===== src/rtl/stack_pkg.sv =====
// stack_pkg: shared widths, op codes and front-end FSM states for the LIFO stack.
package stack_pkg;
  localparam int STACK_DATA_WIDTH = 8;
  localparam int STACK_DEPTH = 16;
  localparam logic OP_PUSH = 1'b0;
  localparam logic OP_POP = 1'b1;
  typedef enum logic [1:0] {IDLE, ISSUE, WAIT, RESP} state_e;
endpackage


===== src/rtl/stack_occupancy.sv =====
// stack_occupancy: registered depth counter with full/empty flags driven by inc/dec strobes.
module stack_occupancy #(
  parameter int DEPTH = 16,
  parameter int CW = $clog2(DEPTH) + 1
) (
  input  logic          clk,
  input  logic          rst_i,
  input  logic          inc_i,
  input  logic          dec_i,
  output logic [CW-1:0] depth_o,
  output logic          full_o,
  output logic          empty_o
);
  logic [CW-1:0] depth_q, depth_d;
  logic full_q, empty_q;
  always_comb depth_d = inc_i ? depth_q + 1'b1 : dec_i ? depth_q - 1'b1 : depth_q;
  always_ff @(posedge clk or posedge rst_i) begin
    if (rst_i) begin
      depth_q <= '0;
      full_q <= 1'b0;
      empty_q <= 1'b1;
    end else begin
      depth_q <= depth_d;
      full_q <= depth_d == CW'(DEPTH);
      empty_q <= depth_d == '0;
    end
  end
  assign depth_o = depth_q;
  assign full_o = full_q;
  assign empty_o = empty_q;
endmodule


===== src/rtl/stack_master.sv =====
// stack_master: valid/ready front end issuing one push/pop strobe per command to an 8-bit LIFO.
// Define STACK_MASTER_ERR_CHECK_EN to add the sticky mismatch output driven by stk_error.
module stack_master import stack_pkg::*; #(
  parameter int DATA_WIDTH = STACK_DATA_WIDTH,
  parameter int DEPTH = STACK_DEPTH,
  parameter int POP_LAT = 1
) (
  input  logic                   clk,
  input  logic                   reset,
  input  logic                   cmd_valid,
  input  logic                   cmd_op,
  input  logic [DATA_WIDTH-1:0]  cmd_data,
  output logic                   cmd_ready,
  output logic                   rsp_valid,
  output logic [DATA_WIDTH-1:0]  rsp_data,
  output logic                   rsp_err,
  input  logic                   rsp_ready,
  output logic                   stk_push,
  output logic                   stk_pop,
  output logic [DATA_WIDTH-1:0]  stk_data_in,
  input  logic [DATA_WIDTH-1:0]  stk_data_out,
  input  logic                   stk_error,
`ifdef STACK_MASTER_ERR_CHECK_EN
  output logic                   mismatch,
`endif
  output logic [$clog2(DEPTH):0] depth,
  output logic                   full,
  output logic                   empty
);
  localparam int LW = POP_LAT > 1 ? $clog2(POP_LAT) : 1;
  state_e state_q;
  logic op_q, cmd_ready_q, rsp_valid_q, rsp_err_q, push_q, pop_q;
  logic [DATA_WIDTH-1:0] rsp_data_q, data_in_q;
  logic [LW-1:0] lat_q;
  logic full_w, empty_w;
`ifdef STACK_MASTER_ERR_CHECK_EN
  logic chk_q, mismatch_q;
`else
  logic unused_stk_error;
  assign unused_stk_error = stk_error;
`endif
  stack_occupancy #(.DEPTH(DEPTH), .CW($clog2(DEPTH) + 1)) u_occ (
    .clk(clk), .rst_i(reset), .inc_i(push_q), .dec_i(pop_q),
    .depth_o(depth), .full_o(full_w), .empty_o(empty_w)
  );
  // Strobes are loaded on the IDLE handshake so they are high exactly during ISSUE.
  always_ff @(posedge clk or posedge reset) begin
    if (reset) begin
      state_q <= IDLE;
      op_q <= OP_PUSH;
      cmd_ready_q <= 1'b1;
      rsp_valid_q <= 1'b0;
      rsp_err_q <= 1'b0;
      rsp_data_q <= '0;
      push_q <= 1'b0;
      pop_q <= 1'b0;
      data_in_q <= '0;
      lat_q <= '0;
`ifdef STACK_MASTER_ERR_CHECK_EN
      chk_q <= 1'b0;
      mismatch_q <= 1'b0;
`endif
    end else begin
      push_q <= 1'b0;
      pop_q <= 1'b0;
      case (state_q)
        IDLE: if (cmd_valid) begin
          op_q <= cmd_op;
          cmd_ready_q <= 1'b0;
          if (cmd_op == OP_PUSH ? full_w : empty_w) begin
            state_q <= RESP;
            rsp_valid_q <= 1'b1;
            rsp_err_q <= 1'b1;
            rsp_data_q <= '0;
          end else begin
            state_q <= ISSUE;
            push_q <= cmd_op == OP_PUSH;
            pop_q <= cmd_op == OP_POP;
            if (cmd_op == OP_PUSH) data_in_q <= cmd_data;
          end
        end
        ISSUE: if (op_q == OP_PUSH) begin
          state_q <= RESP;
          rsp_valid_q <= 1'b1;
          rsp_data_q <= '0;
        end else begin
          state_q <= WAIT;
          lat_q <= LW'(POP_LAT - 1);
        end
        WAIT: if (lat_q == '0) begin
          state_q <= RESP;
          rsp_valid_q <= 1'b1;
          rsp_data_q <= stk_data_out;
        end else begin
          lat_q <= lat_q - 1'b1;
        end
        RESP: if (rsp_ready) begin
          state_q <= IDLE;
          rsp_valid_q <= 1'b0;
          rsp_err_q <= 1'b0;
          cmd_ready_q <= 1'b1;
        end
        default: state_q <= IDLE;
      endcase
`ifdef STACK_MASTER_ERR_CHECK_EN
      // A stack error right after a legal strobe keeps the response open so the client sees rsp_err.
      chk_q <= push_q | pop_q;
      if (chk_q && stk_error) begin
        mismatch_q <= 1'b1;
        rsp_err_q <= 1'b1;
        if (state_q == RESP) begin
          state_q <= RESP;
          rsp_valid_q <= 1'b1;
          cmd_ready_q <= 1'b0;
        end
      end
`endif
    end
  end
  assign cmd_ready = cmd_ready_q;
  assign rsp_valid = rsp_valid_q;
  assign rsp_data = rsp_data_q;
  assign rsp_err = rsp_err_q;
  assign stk_push = push_q;
  assign stk_pop = pop_q;
  assign stk_data_in = data_in_q;
  assign full = full_w;
  assign empty = empty_w;
`ifdef STACK_MASTER_ERR_CHECK_EN
  assign mismatch = mismatch_q;
`endif
endmodule

===== config.mk =====
export PLATFORM = sky130hd
export DESIGN_NAME = stack_master
export DESIGN_NICKNAME = d
export VERILOG_FILES = /design/src/rtl/stack_pkg.sv /design/src/rtl/stack_occupancy.sv /design/src/rtl/stack_master.sv
export SDC_FILE = /design/constraint.sdc
export NUM_CORES = 1
export LEC_CHECK = 0
export BUFFER_PORTS_ARGS = -buffer_cell sky130_fd_sc_hd__buf_2
export CORE_AREA = 2 2 65 67
export CTS_CLUSTER_SIZE = 14
export DETAILED_ROUTE_END_ITERATION = 7
export DIE_AREA = 0 0 67 69
export GPL_TIMING_DRIVEN = 0
export PLACE_DENSITY = 0.75
export SYNTH_ARGS = -nofsm -noshare
export SYNTH_HDL_FRONTEND = slang
export SYNTH_SLANG_ARGS = --single-unit

===== constraint.sdc =====
create_clock -name clk -period 1.75 [get_ports clk]
set_input_delay 0.4375 -clock clk [delete_from_list [all_inputs] [get_ports clk]]
set_output_delay 0.4375 -clock clk [all_outputs]
set_load 0.005 [all_outputs]

# After elaboration in Yosys (flattened, before gate mapping)
# Index checks and enable logic that the tools add are counted.
[classes] n_lt_le_gt_ge=0 multipliers=0 reduce_logical=13 eq_ne=10 div_mod_pow=0 shifts=0 n_mux=33 bitwise=2 add_sub_neg=3
[ops] cell="2-to-1 mux 8 bit" n=4
[ops] cell="case mux 8 bit (3 select lines)" n=1
[ops] cell="2-to-1 mux 1 bit" n=17
[ops] cell="inequality test 2 bit (second input constant)" n=6
[ops] cell="2-to-1 mux 5 bit" n=2
[ops] cell="AND reduction 5 bit" n=2
[ops] cell="2-to-1 mux 2 bit" n=4
[ops] cell="case mux 2 bit (4 select lines)" n=1
[ops] cell="AND reduction 4 bit" n=2
[ops] cell="case mux 1 bit (2 select lines)" n=3
[ops] cell="AND reduction 3 bit" n=2
[ops] cell="adder 5 x 1 -> 5 bit (second input constant)" n=1
[ops] cell="equality test 5 bit (second input constant)" n=1
[ops] cell="zero test 5 bit" n=1
[ops] cell="subtractor 5 x 1 -> 5 bit (second input constant)" n=1
[ops] cell="equality test 2 bit (second input constant)" n=2
[ops] cell="case mux 1 bit (4 select lines)" n=1
[ops] cell="AND reduction 2 bit" n=2
[ops] cell="nonzero test 2 bit" n=2
[ops] cell="nonzero test 3 bit" n=1
[ops] cell="equality test 2 x 1 -> 1 bit (second input constant)" n=1
[ops] cell="zero test 2 bit" n=1
[ops] cell="inverter 1 bit" n=2
[ops] cell="subtractor 1 bit (second input constant)" n=1
[word_totals] out_inout_bits=28 ramBits=0 elab_cells=74 n_memories=0 latch_bits=0 romBits=0 reg_bits=32 input_bits=22

# Logic depth before layout (Yosys ltp)
# Gate-level depths: netlist of the first run.
[depth] word_depth=4 ltp_mapped=7 depth_no_buf=7

# Hierarchy
# From an unflattened synthesis of the first run, not the netlist that was laid out.
[unflattened] hier_cells=136 hier_area_um2=1574.0
[modules_own_cells] mod="stack_master" cells_per_inst=94 seq_area_each_um2=601.8 n_inst=1 area_each_um2=1137.3
[modules_own_cells] mod="stack_occupancy" cells_per_inst=42 seq_area_each_um2=176.4 n_inst=1 area_each_um2=436.7

# Worst setup path after synthesis of the first run
# No wires, ideal clock.
[synth_timing] path_kind="flip-flop to flip-flop" start="register state_q[0]" end="register data_in_q[0] (netlist: stk_data_in[0])" n_path_buf=0 required_ns=1.625 path_slack_ns=0.113 arrival_time_ns=1.512 setup_ns=0.125 period_less_slack_ns=1.637 path_stages_with_launch=6 path_cell_list="dfrtp_1 -> inv_1 -> ha_1 -> nand2_2 -> nor3_4 -> mux2_2"
[synth_between] elab_chain_len=2
[synth_rtl] item="start, declared" line_no="stack_master.sv:31" source="state_e state_q;"
[synth_rtl] item="start signal, assigned" line_no="stack_master.sv:49" source="state_q <= IDLE;"
[synth_rtl] item="start signal, assigned" line_no="stack_master.sv:71" source="state_q <= RESP;"
[synth_rtl] item="start signal, assigned" line_no="stack_master.sv:76" source="state_q <= ISSUE;"
[synth_rtl] item="zero test 2 bit" line_no="stack_master.sv:66" source="case (state_q)"
[synth_rtl] item="AND reduction 4 bit (no line)"
[synth_rtl] item="end signal, assigned" line_no="stack_master.sv:79" source="if (cmd_op == OP_PUSH) data_in_q <= cmd_data;"
[synth_rtl] item="end, declared" line_no="stack_master.sv:33" source="logic [DATA_WIDTH-1:0] rsp_data_q, data_in_q;"
# Every way passes these cells.
# A chain may end at the register's enable or synchronous reset.

# Worst setup path after layout of the first run
[layout_timing] start="register state_q[0]" end="register data_in_q[4] (netlist: stk_data_in[4])"
# The elaborated chain is that of the path after synthesis.

==> results.txt, run 1 <==
- The flow ran to the end, and the final reports show no timing, DRC or antenna violations.
* TritonCTS Sinks: 31
- Gate family responsible for the most delay along the worst path: flip-flops
- Horizontal die dimension: 67 um
* Clock Tree Buf Depth: 2
- At the worst endpoint, the required time is 1.91 ns.
* Syn_nets: 153
- H-tree Lvls: 2
* Count of nets after finishing: 213
- The number of antenna diodes in the final layout is 0.
* CTS tree: built
- Mapped Area: 1490 um2
* Unique cell type count in the Yosys netlist: 32
- Power density over the cells: 1690 nW/um2
* Cell count after placement: 223
* Placed Area: 1790 um2
* Cell Count, Final, Fillers Out: 236
- In this run, the number of DRC markers left after iteration 0 of detailed routing was 25.
- Final period utilization: 0.955
* Tightest slew margin relative to the limit: 0.740
- From synthesis to final layout, the design area changed by 32.2%.
- For this run, the slowest stage of the critical path takes 0.44 ns.
- Slew at the pin closest to its max-slew limit: 0.390 ns
- Count of vias placed by the detailed router: 1,109
* Fin area: 1960 um2
* Count of warnings emitted by yosys: 0
- Fin Setup TNS: 0 ns
- Y dimension of the die: 69 um
- Share of final-layout standard cells stronger than drive strength 1: 0.468
- Worst min-delay path category: input pin to async pin
* Placed wire-length estimate: 2.06 mm
- For this run, the detailed router's first-pass iteration total came to 4.
* Static leakage power: 0.958 nW
* Buffer cell driving the clock tree root: sky130_fd_sc_hd__clkbuf_8
* First-pass GRT wire length: 5.13 mm
- Sort of element at the end of the critical path: register
* Endpoints failing hold: 0
- For this block, the routed nets add up to 3.00 mm of wire.
- Antenna-violating nets left: 0
- In the global route stage, overall resource usage came out at 0.143.
* Remaining design rule violation count: 0
- List of cells traversed by the critical path: inv_2 > ha_4 > nand2_2 > nor3_4 > buf_12 > mux2_2
- Counting both buffers and inverters, the worst setup path holds a total of 2.
- Detail-routed via count per cell: 4.70
- Post-synthesis sequential area ratio: 0.524
- The die covers 4620 um2.
* Mean instance size in the synthesized netlist: 11.9 um2
- Critical Path Source Type: register
- Derived from the worst setup path, the maximum achievable clock frequency is 598 MHz.
* Post-synth top area share: 0.488
* Initial Utilization: 0.380
- Counting the buffers created by CTS gives 5.
- At the end of routability-driven placement, the weighted congestion stood at 0.718.
- Worst ir drop on vdd: 0.747 mV
- Max_cap viols: 0
* Synthesis-stage register bit count: 31
- During placement, the flow inserted port buffers numbering 48.
* Largest cells by area after synthesis: sky130_fd_sc_hd__dfrtp_1 (49%), sky130_fd_sc_hd__mux2_2 (6.8%), sky130_fd_sc_hd__mux2i_1 (6.1%)
- CTS hold repair buffers: 0
* Number of setup violations in the final report: 0
- Entering global routing, the biggest net connects 32 pins.
- The synthesized design spends more area on one cell type than any other, namely sky130_fd_sc_hd__dfrtp_1.
* I/O pins: 50
- Across the routed clock network, the largest skew measured is 0.00572 ns.
- The tightest hold path in the finished design has a slack of 0.126 ns.
* Vias in the first global route: 1,105
- The later pin in the worst-skew pair is clocked with a latency of 0.28 ns.
* Crit path max-delay cell type: sky130_fd_sc_hd__dfrtp_1
- The clock period could shrink to 1.67 ns.
* Area inside the core boundary: 3910 um2
- The number of antenna violations at the first check in global routing came to 0.
- Along the worst path, the maximum fanout reaches 9.
- Critical path class: register to register
- Synthesized instance count: 125
- Data arrival, critical path: 1.84 ns
* Number of pins with negative max-slew slack in the final report: 0
- After detailed routing, the average wire length per cell comes to 12.7 um.
- After global routing the overflow that remains totals 0.
- Clock-pin slew was measured on the worst setup and hold paths at 0.06 ns.
* Number of rows created at floorplan: 23
## state kept, by name, indices dropped and copies added (netlist names)
register	cells
u_occ.full_o	1
u_occ.empty_o	1
rsp_err	1
stk_push	1
cmd_ready	1
stk_pop	1
op_q	1
rsp_valid	1
stk_data_in	8
rsp_data	8
u_occ.depth_o	5
state_q	2
## cell usage after synthesis
cell type and number:
sky130_fd_sc_hd__nor2_1 3, sky130_fd_sc_hd__o21ai_0 3, sky130_fd_sc_hd__mux2_2 9, sky130_fd_sc_hd__nand4_1 1, sky130_fd_sc_hd__nor4_1 1, sky130_fd_sc_hd__nand2_2 1
sky130_fd_sc_hd__o41ai_4 1, sky130_fd_sc_hd__mux2i_1 9, sky130_fd_sc_hd__nor3_4 1, sky130_fd_sc_hd__xnor2_1 3, sky130_fd_sc_hd__a21oi_1 4, sky130_fd_sc_hd__nor4_2 2
sky130_fd_sc_hd__a221o_1 1, sky130_fd_sc_hd__dfstp_2 2, sky130_fd_sc_hd__nand2_1 12, sky130_fd_sc_hd__xor2_1 1, sky130_fd_sc_hd__ha_1 6, sky130_fd_sc_hd__a41oi_1 1
sky130_fd_sc_hd__a31oi_1 4, sky130_fd_sc_hd__nand3b_1 1, sky130_fd_sc_hd__nor3b_1 2, sky130_fd_sc_hd__o22a_1 1, sky130_fd_sc_hd__and4_1 1, sky130_fd_sc_hd__buf_1 1
sky130_fd_sc_hd__nand2b_1 3, sky130_fd_sc_hd__inv_1 16, sky130_fd_sc_hd__o2111a_1 1, sky130_fd_sc_hd__buf_6 2, sky130_fd_sc_hd__o211ai_1 1, sky130_fd_sc_hd__dfrtp_1 29
sky130_fd_sc_hd__a21boi_2 1, sky130_fd_sc_hd__a31o_2 1
## per-stage QoR
| step | util | setup WS, ns | power, mW |
|---|---|---|---|
| after detailed placement | 0.457 | -0.126 | 2.63 |
| after global placement | 0.457 | -0.106 | 2.60 |
| after CTS | 0.486 | 0.0560 | 3.25 |
| after floorplan | - | 0.113 | 2.19 |
| after global routing | 0.502 | -0.00320 | 3.57 |
| final | 0.502 | 0.0788 | 3.32 |
## routing by layer
metal | up-vias | GRT usage | wire (um)
li1 | 554 | - | -
met5 | - | 0 | 0
met1 | 512 | 0.191 | 1310
met3 | 5 | 0.0506 | 190
met2 | 38 | 0.215 | 1460
met4 | 0 | 0.0476 | 36
## final timing paths
path                           startpoint              to  slack [ns]  depth (start not counted)
min in group clk              cmd_data[0]  stk_data_in[0]        0.39                          2
setup reg to reg               state_q[0]  stk_data_in[4]        0.08                          6
setup / recovery               state_q[0]  stk_data_in[4]        0.08                          6
max in group asynchronous           reset   u_occ.empty_o        1.10                          3
hold reg to reg            stk_data_in[7]  stk_data_in[7]        0.50                          1
hold / removal                      reset  stk_data_in[2]        0.13                          2
## final cells by class
type | count | area (um2)
multi-input combinational | 75 | 644
sequential | 31 | 781
tap | 50 | 62.6
clock buffer | 8 | 80.1
buffer | 3 | 26.3
inverter | 16 | 60.1
timing repair buffer | 53 | 310
fill | 355 | 1950
## timing repair
action | in CTS | in global routing
pin swaps | 1 | 3
resized for setup | 2 | 8
buffers inserted | 1 | 3
endpoints found under the setup margin | 8 | 10
gates cloned | 0 | 0
## kinds of logic after synthesis
group                      Yosys count  share of synthesized area
DFF                                 31                      0.524
muxes                               18                      0.129
adders and majority gates            6                     0.0505
xor gates and xnor gates             4                     0.0236
and+or+nand+nor                     28                      0.112
AOI/OAI and AO/OA                   19                      0.104
buffers and inverters               19                     0.0581
## cells in the final DEF, fill, tap and decap left out, drive strengths merged, types with 2 or more instances in the layout
| master | count |
|---|---|
| xnor2 | 3 |
| nor4 | 3 |
| buf | 56 |
| a31oi | 4 |
| ha | 6 |
| nand2b | 3 |
| nand2 | 13 |
| o21ai | 3 |
| inv | 16 |
| mux2 | 9 |
| nor2 | 3 |
| mux2i | 9 |
| clkbuf | 8 |
| dfrtp | 29 |
| nor3b | 2 |
| a21oi | 4 |
| dfstp | 2 |
## report_power, final
part / total [mW] / switching [mW] / internal, mW
registers: 1.23 / 0.220 / 1.01
clock network: 0.544 / 0.262 / 0.282
logic: 1.54 / 0.737 / 0.803
total: 3.32 / 1.22 / 2.10
Note: power is estimated with default switching activity, not from simulation.
==> run 2, diff against run 1 <==
--- a/config.mk
+++ b/config.mk
@@ -12,6 +12,7 @@
 export DIE_AREA = 0 0 67 69
 export GPL_TIMING_DRIVEN = 0
 export PLACE_DENSITY = 0.75
+export RECOVER_POWER = 100
 export SYNTH_ARGS = -nofsm -noshare
 export SYNTH_HDL_FRONTEND = slang
 export SYNTH_SLANG_ARGS = --single-unit
==> results.txt, run 2 (same netlist as run 1, synthesis figures left out) <==
- Run status: completed
* Worst ir drop on vdd: 0.745 mV (-0.31%)
- Worst min-delay path category: input pin to async pin
- The worst-path maximum fanout was 9 (unchanged).
- Max_cap viols: 0 (unchanged)
- The count of H-tree levels built during CTS came to 2 (unchanged).
- The total setup violations reported at the end of the flow came to 0 (unchanged).
- The chip height was 69 um (unchanged).
- Slew at the pin closest to its max-slew limit: 0.435 ns (+0.0453 ns)
* Vias in the first global route: 1,105 (unchanged)
- The remaining global-route overflow was 0 (unchanged).
* Data arrival, critical path: 1.84 ns (about the same)
- Endpoints failing hold: 0 (unchanged)
* CTS tree: built
- The number of buffers added to fix hold violations after cts is 0 (unchanged).
- Traced cell by cell, the critical path runs through inv_2 > ha_4 > nand2_2 > nor3_4 > buf_12 > mux2_2.
- The number of nets in the layout was 213 (unchanged).
- Leading cell type in the layout, fill and taps excluded: sky130_fd_sc_hd__buf_2
* Placed Area: 1790 um2 (unchanged)
* Power density over the cells: 1690 nW/um2 (about the same)
- The clock insertion delay at the later pin of the skew report is 0.28 ns (about the same).
- Total die area: 4620 um2 (unchanged)
* Achievable frequency: 598 MHz (about the same)
* Number of rows created at floorplan: 23 (unchanged)
- The maximum number of buffers from clock root to sink came to 2 (unchanged).
- Global placement routability congestion: 0.718 (unchanged)
- The post-detailed-route count of antenna-violating nets was 0 (unchanged).
* Area inside the core boundary: 3910 um2 (unchanged)
* Routed Wire Length: 3.00 mm (about the same)
- By startpoint and endpoint, the worst setup path is classified as register to register.
- Min Tclk post-route: 1.67 ns (-0.000325 ns)
* Fin area: 1940 um2 (-1.4%)
* Most frequent cells in the layout: sky130_fd_sc_hd__buf_2 (38), sky130_fd_sc_hd__dfrtp_1 (27), sky130_fd_sc_hd__clkbuf_1 (15)
* Tightest slew margin relative to the limit: 0.710 (-0.0299)
* Count of TritonRoute iterations in the first routing pass: 4 (unchanged)
* Horizontal die dimension: 67 um (unchanged)
- Remaining design rule violation count: 0 (unchanged)
- The clock sink count came to 31 (unchanged).
- Critical path's largest stage delay: 0.44 ns (about the same)
- Static leakage power: 0.913 nW (-4.7%)
- The cell sitting at the root of the clock tree is a sky130_fd_sc_hd__clkbuf_8.
- The starting density of the core was 0.380 (unchanged).
- Detail-routed via count per cell: 4.63 (-1.5%)
- Reg clk slew, reported paths: 0.06 ns (about the same)
- Number of pins with negative max-slew slack in the final report: 0 (unchanged)
- The overall routing resource usage was 0.143 (unchanged).
* I/O pins: 50 (unchanged)
- Critical Path Source Type: register
- The fraction of final layout cells with drive strength greater than 1 came to 0.387 (-0.0806).
* Ant. Diodes: 0 (unchanged)
- Crit path max-delay cell type: sky130_fd_sc_hd__dfrtp_1
- Pin count of the biggest net entering global routing: 32 (unchanged)
* Count of vias placed by the detailed router: 1,092 (-1.5%)
* First-pass GRT wire length: 5.13 mm (unchanged)
* Placed wire-length estimate: 2.06 mm (unchanged)
* Clock skew after layout: 0.00569 ns (-0.0000315 ns)
- Number of antenna violations at the first check in global routing: 0 (unchanged)
- Sort of element at the end of the critical path: register
- The average wire per standard cell was 12.7 um (about the same).
- 1st-iter DRT viols: 22 (-12%)
- The area growth from synthesis to layout is 30.3%.
- The instance count after placement with tap cells included was 223 (unchanged).
- The final critical-path share of the clock period came to 0.955 (about the same).
- Count of buffers inserted at the top-level ports: 48 (unchanged)
* Fin Setup TNS: 0 ns (unchanged)
* Cell Count, Final, Fillers Out: 236 (unchanged)
- Number of buffers created by CTS: 5 (unchanged)
* Endpoint required time on the critical path: 1.92 ns (about the same)
-- run 2: cell type report --
type                    instances  area [um2]
fillers                       364        1980
flip-flops and latches         31         781
multi-input cells              75         644
repair buffers                 53         290
clock buffers                   8        80.1
well taps                      50        62.6
inverters                      16        60.1
plain buffers                   3        18.8
-- run 2: repair_timing --
action | 4_1_cts | 5_1_grt
setup buffers | 1 | 3
gates resized for setup | 2 | 8
endpoints found under the setup margin | 8 | 10
pin swaps | 1 | 3
-- run 2: critical path, delay by kind of cell, from the launching register on --
kind,cells,cell delay (ns)
adder cells (fa/ha/maj),1,0.18
flip-flops,1,0.44
AND/OR/NAND/NOR,2,0.33
multiplexers,1,0.33
buffers and inverters,2,0.27
-- run 2: path summary, 6_finish.rpt --
check | start | endpoint | slack (ns) | cells past startpoint
max | state_q[0] | stk_data_in[4] | 0.08 | 6
min | reset | stk_data_in[2] | 0.12 | 2
max reg2reg | state_q[0] | stk_data_in[4] | 0.08 | 6
min reg2reg | stk_data_in[7] | stk_data_in[7] | 0.50 | 1
max in group asynchronous | reset | u_occ.empty_o | 1.11 | 3
min in group clk | cmd_data[0] | stk_data_in[0] | 0.39 | 2
-- run 2: per-layer routing --
layer  routed length (um)  track usage  up-vias
met5                    0            0        -
met4                   30       0.0476        0
met3                  180       0.0506        3
met2                 1460        0.215       31
met1                 1330        0.191      504
li1                     -            -      554
-- run 2: power by group --
part	internal [mW]	leakage (nW)	switching (mW)	total (mW)
Sequential	1.01	0.381	0.221	1.23
Combinational	0.759	0.492	0.737	1.50
Clock	0.282	0.0395	0.265	0.547
-- run 2: per-stage QoR --
stage	hold WS, ns	setup slack, ns	total power [mW]	utilization
2_1_floorplan	0.493	0.113	2.19	-
3_5_place_dp	0.490	-0.126	2.63	0.457
3_3_place_gp	0.486	-0.106	2.60	0.457
4_1_cts	0.380	0.0560	3.25	0.486
6_report	0.123	0.0791	3.27	0.495
5_1_grt	0.154	-0.00293	3.52	0.495
==> run 3, diff against run 2 <==
--- a/config.mk
+++ b/config.mk
@@ -7,12 +7,12 @@
 export LEC_CHECK = 0
 export BUFFER_PORTS_ARGS = -buffer_cell sky130_fd_sc_hd__buf_2
 export CORE_AREA = 2 2 65 67
-export CTS_CLUSTER_SIZE = 14
 export DETAILED_ROUTE_END_ITERATION = 7
 export DIE_AREA = 0 0 67 69
 export GPL_TIMING_DRIVEN = 0
 export PLACE_DENSITY = 0.75
 export RECOVER_POWER = 100
+export REMOVE_ABC_BUFFERS = 1
 export SYNTH_ARGS = -nofsm -noshare
 export SYNTH_HDL_FRONTEND = slang
 export SYNTH_SLANG_ARGS = --single-unit
==> results.txt, run 3 (same netlist as run 1, synthesis figures left out) <==
- Run status: completed
* First-pass GRT wire length: 5.06 mm (-1.3%)
- The worst-path maximum fanout came to 4 (-5).
- The number of placed I/O pins came to 50 (unchanged).
- Buffer cell driving the clock tree root: sky130_fd_sc_hd__clkbuf_8
- Relative to the synthesized area, the layout overhead comes to 28.4%.
- Leftover overflow at the end of global routing: 0 (unchanged)
- Max_cap viols: 0 (unchanged)
* FF-to-FF setup slack: 0.09 ns (about the same)
* Clock skew after layout: 0.00657 ns (+0.000875 ns)
- The number of global-route vias before repair was 1,115 (+0.90%).
* TritonCTS Sinks: 31 (unchanged)
- In this run the critical register-to-register path is launched from u_occ.depth_o[0].
* Horizontal die dimension: 67 um (unchanged)
- Origin of the worst min-delay path: cmd_data[3]
* Source-to-sink clock delay at the later pin of the worst-skew pair: 0.28 ns (about the same)
- The worst hold path passes through 2 cells.
* Static leakage power: 0.896 nW (-1.8%)
- Number of pins with negative max-slew slack in the final report: 0 (unchanged)
- The path class of the tightest hold or removal check is input pin to register.
* Worst ir drop on vdd: 0.786 mV (+5.6%)
- Ant. Diodes: 0 (unchanged)
- The number of detailed-routing iterations run before antenna repair was 4 (unchanged).
* Number of setup violations in the final report: 0 (unchanged)
* Endpoint required time on the critical path: 1.93 ns (about the same)
* Most frequent cells in the layout: sky130_fd_sc_hd__buf_2 (38), sky130_fd_sc_hd__dfrtp_1 (26), sky130_fd_sc_hd__inv_1 (14)
- The worst-case setup margin in the final layout is 0.0856 ns (+0.00645 ns).
- The average wire per standard cell came to 13.0 um (+2.6%).
- The number of buffers added to fix hold violations after cts is 0 (unchanged).
- The number of antenna violations at the first check in global routing was 0 (unchanged).
* Placed wire-length estimate: 2.22 mm (+7.9%)
* Critical Path Source Type: register
- The maximum number of buffers from clock root to sink is 2 (unchanged).
* 1st-iter DRT viols: 11 (-50%)
- The overall routing resource usage came to 0.143 (unchanged).
- Share of final-layout standard cells stronger than drive strength 1: 0.406 (+0.0185)
- The average vias per placed instance came to 4.71 (+1.8%).
- The path depth of the worst reg2reg path is 7 (+1).
- The endpoint identified for the worst register-to-register timing path is u_occ.empty_o.
- The overall die area came to 4620 um2 (unchanged).
- The library cell used most frequently in the layout, excluding fill and tap cells, is sky130_fd_sc_hd__buf_2.
- Data arrival, critical path: 1.84 ns (about the same)
- Remaining design rule violation count: 0 (unchanged)
- The number of rows created at floorplan came to 23 (unchanged).
* H-tree Lvls: 2 (unchanged)
- The slew at the pin with the worst max-slew slack came to 1.14 ns (+0.707 ns).
- The post-detailed-route count of antenna-violating nets was 0 (unchanged).
- The detailed-route wire length was 3.00 mm (about the same).
* Min Tclk post-route: 1.66 ns (-0.00645 ns)
- The most critical setup path has its startpoint at u_occ.depth_o[0].
* Tightest slew margin relative to the limit: 0.238 (-0.472)
- Combined area of the multi-input logic cells: 648 um2 (+0.58%)
- Count of filler cells inserted in the layout: 383 (+5.2%)
- Reg clk slew, reported paths: 0.06 ns (about the same)
* Setup slack at placement: -0.124 ns (+0.00256 ns)
- The CTS buffer count came to 5 (unchanged).
- The final number of hold-violating endpoints is 0 (unchanged).
- The worst setup path is of the register to register kind.
- The maximum clock rate came to 601 MHz (+0.39%).
* Cell count after placement: 220 (-1.3%)
- The number of input and output port buffers inserted was 48 (unchanged).
- The sequential cell area in the final layout came to 782 um2 (+0.16%).
- Cell Count, Final, Fillers Out: 230 (-2.5%)
- Count of nets after finishing: 207 (-2.8%)
* Initial Utilization: 0.380 (unchanged)
- The maximum number of pins on one net before global-route repair was 32 (unchanged).
* Power density over the cells: 1710 nW/um2 (+1.2%)
- Fraction of the core area covered by cells at the end of the flow: 0.488 (-0.00735)
* CTS tree: built
- The chip height is 69 um (unchanged).
* Hold WS: 0.392 ns (+0.269 ns)
- The final critical-path share of the clock period was 0.951 (-0.00369).
* Count of vias placed by the detailed router: 1,083 (-0.82%)
* Endpoint with the worst hold slack: stk_data_in[3]
* Sort of element at the end of the critical path: register
- Global placement routability congestion: 0.712 (-0.78%)
- The floorplan core area was 3910 um2 (unchanged).
- Fin Setup TNS: 0 ns (unchanged)
## run 3: changes by cell type in the layout (fill, tap and decap cells not counted)
cell | before | now
sky130_fd_sc_hd__dfrtp_2 | 2 | 3
sky130_fd_sc_hd__inv_2 | 4 | 2
sky130_fd_sc_hd__ha_2 | 0 | 1
sky130_fd_sc_hd__dfrtp_1 | 27 | 26
sky130_fd_sc_hd__clkbuf_8 | 5 | 7
sky130_fd_sc_hd__o2111a_2 | 0 | 1
sky130_fd_sc_hd__clkbuf_1 | 15 | 9
sky130_fd_sc_hd__inv_1 | 12 | 14
sky130_fd_sc_hd__o2111a_1 | 1 | 0
sky130_fd_sc_hd__ha_1 | 5 | 4
sky130_fd_sc_hd__buf_16 | 1 | 0
sky130_fd_sc_hd__buf_6 | 1 | 0
## run 3: stage by stage
stage,instance area (um2),total power [mW]
finish,1910,3.26
global placement,1760,2.54
global route,1910,3.52
detailed placement,1760,2.58
floorplan,1460,2.13
CTS,1900,3.26
## run 3: what timing repair did
item | CTS | global route
gates resized for setup | 3 | 8
setup endpoints to repair | 16 | 12
pin swaps | 1 | 3
buffers inserted | 1 | 1
## run 3: power breakdown
group / switching (mW) / internal, mW
sequential: 0.248 / 1.01
clock: 0.247 / 0.358
combinational: 0.691 / 0.707
## run 3: cell type report
type | count | share of cell area
clock buffer | 8 | 0.0525
inverter | 16 | 0.0315
multi-input combinational | 75 | 0.340
sequential | 31 | 0.410
tap | 50 | 0.0328
timing repair buffer | 50 | 0.134
## run 3: worst max path at each step
stage,to,cells after the start
floorplan,stk_data_in[0],5
global placement,stk_data_in[2],5
detailed placement,stk_data_in[7],5
CTS,u_occ.empty_o,7
global route,u_occ.empty_o,7
finish,u_occ.empty_o,7
## run 3: critical path: stages, from the launching register on
cell	delay [ns]
sky130_fd_sc_hd__dfrtp_2	0.43
sky130_fd_sc_hd__inv_1	0.10
sky130_fd_sc_hd__ha_2	0.18
sky130_fd_sc_hd__nand2_2	0.07
sky130_fd_sc_hd__o41ai_4	0.36
sky130_fd_sc_hd__xnor2_2	0.18
sky130_fd_sc_hd__inv_1	0.09
sky130_fd_sc_hd__nor4_2	0.16
## run 3: per-layer routing
layer | global-route usage | share of wire | wire (um) | vias to the layer above
met5 | 0 | 0 | 0 | -
met4 | 0.0476 | 0.014 | 42 | 0
met3 | 0.0571 | 0.058 | 175 | 7
met2 | 0.224 | 0.50 | 1490 | 31
met1 | 0.177 | 0.43 | 1290 | 511
li1 | - | - | - | 534
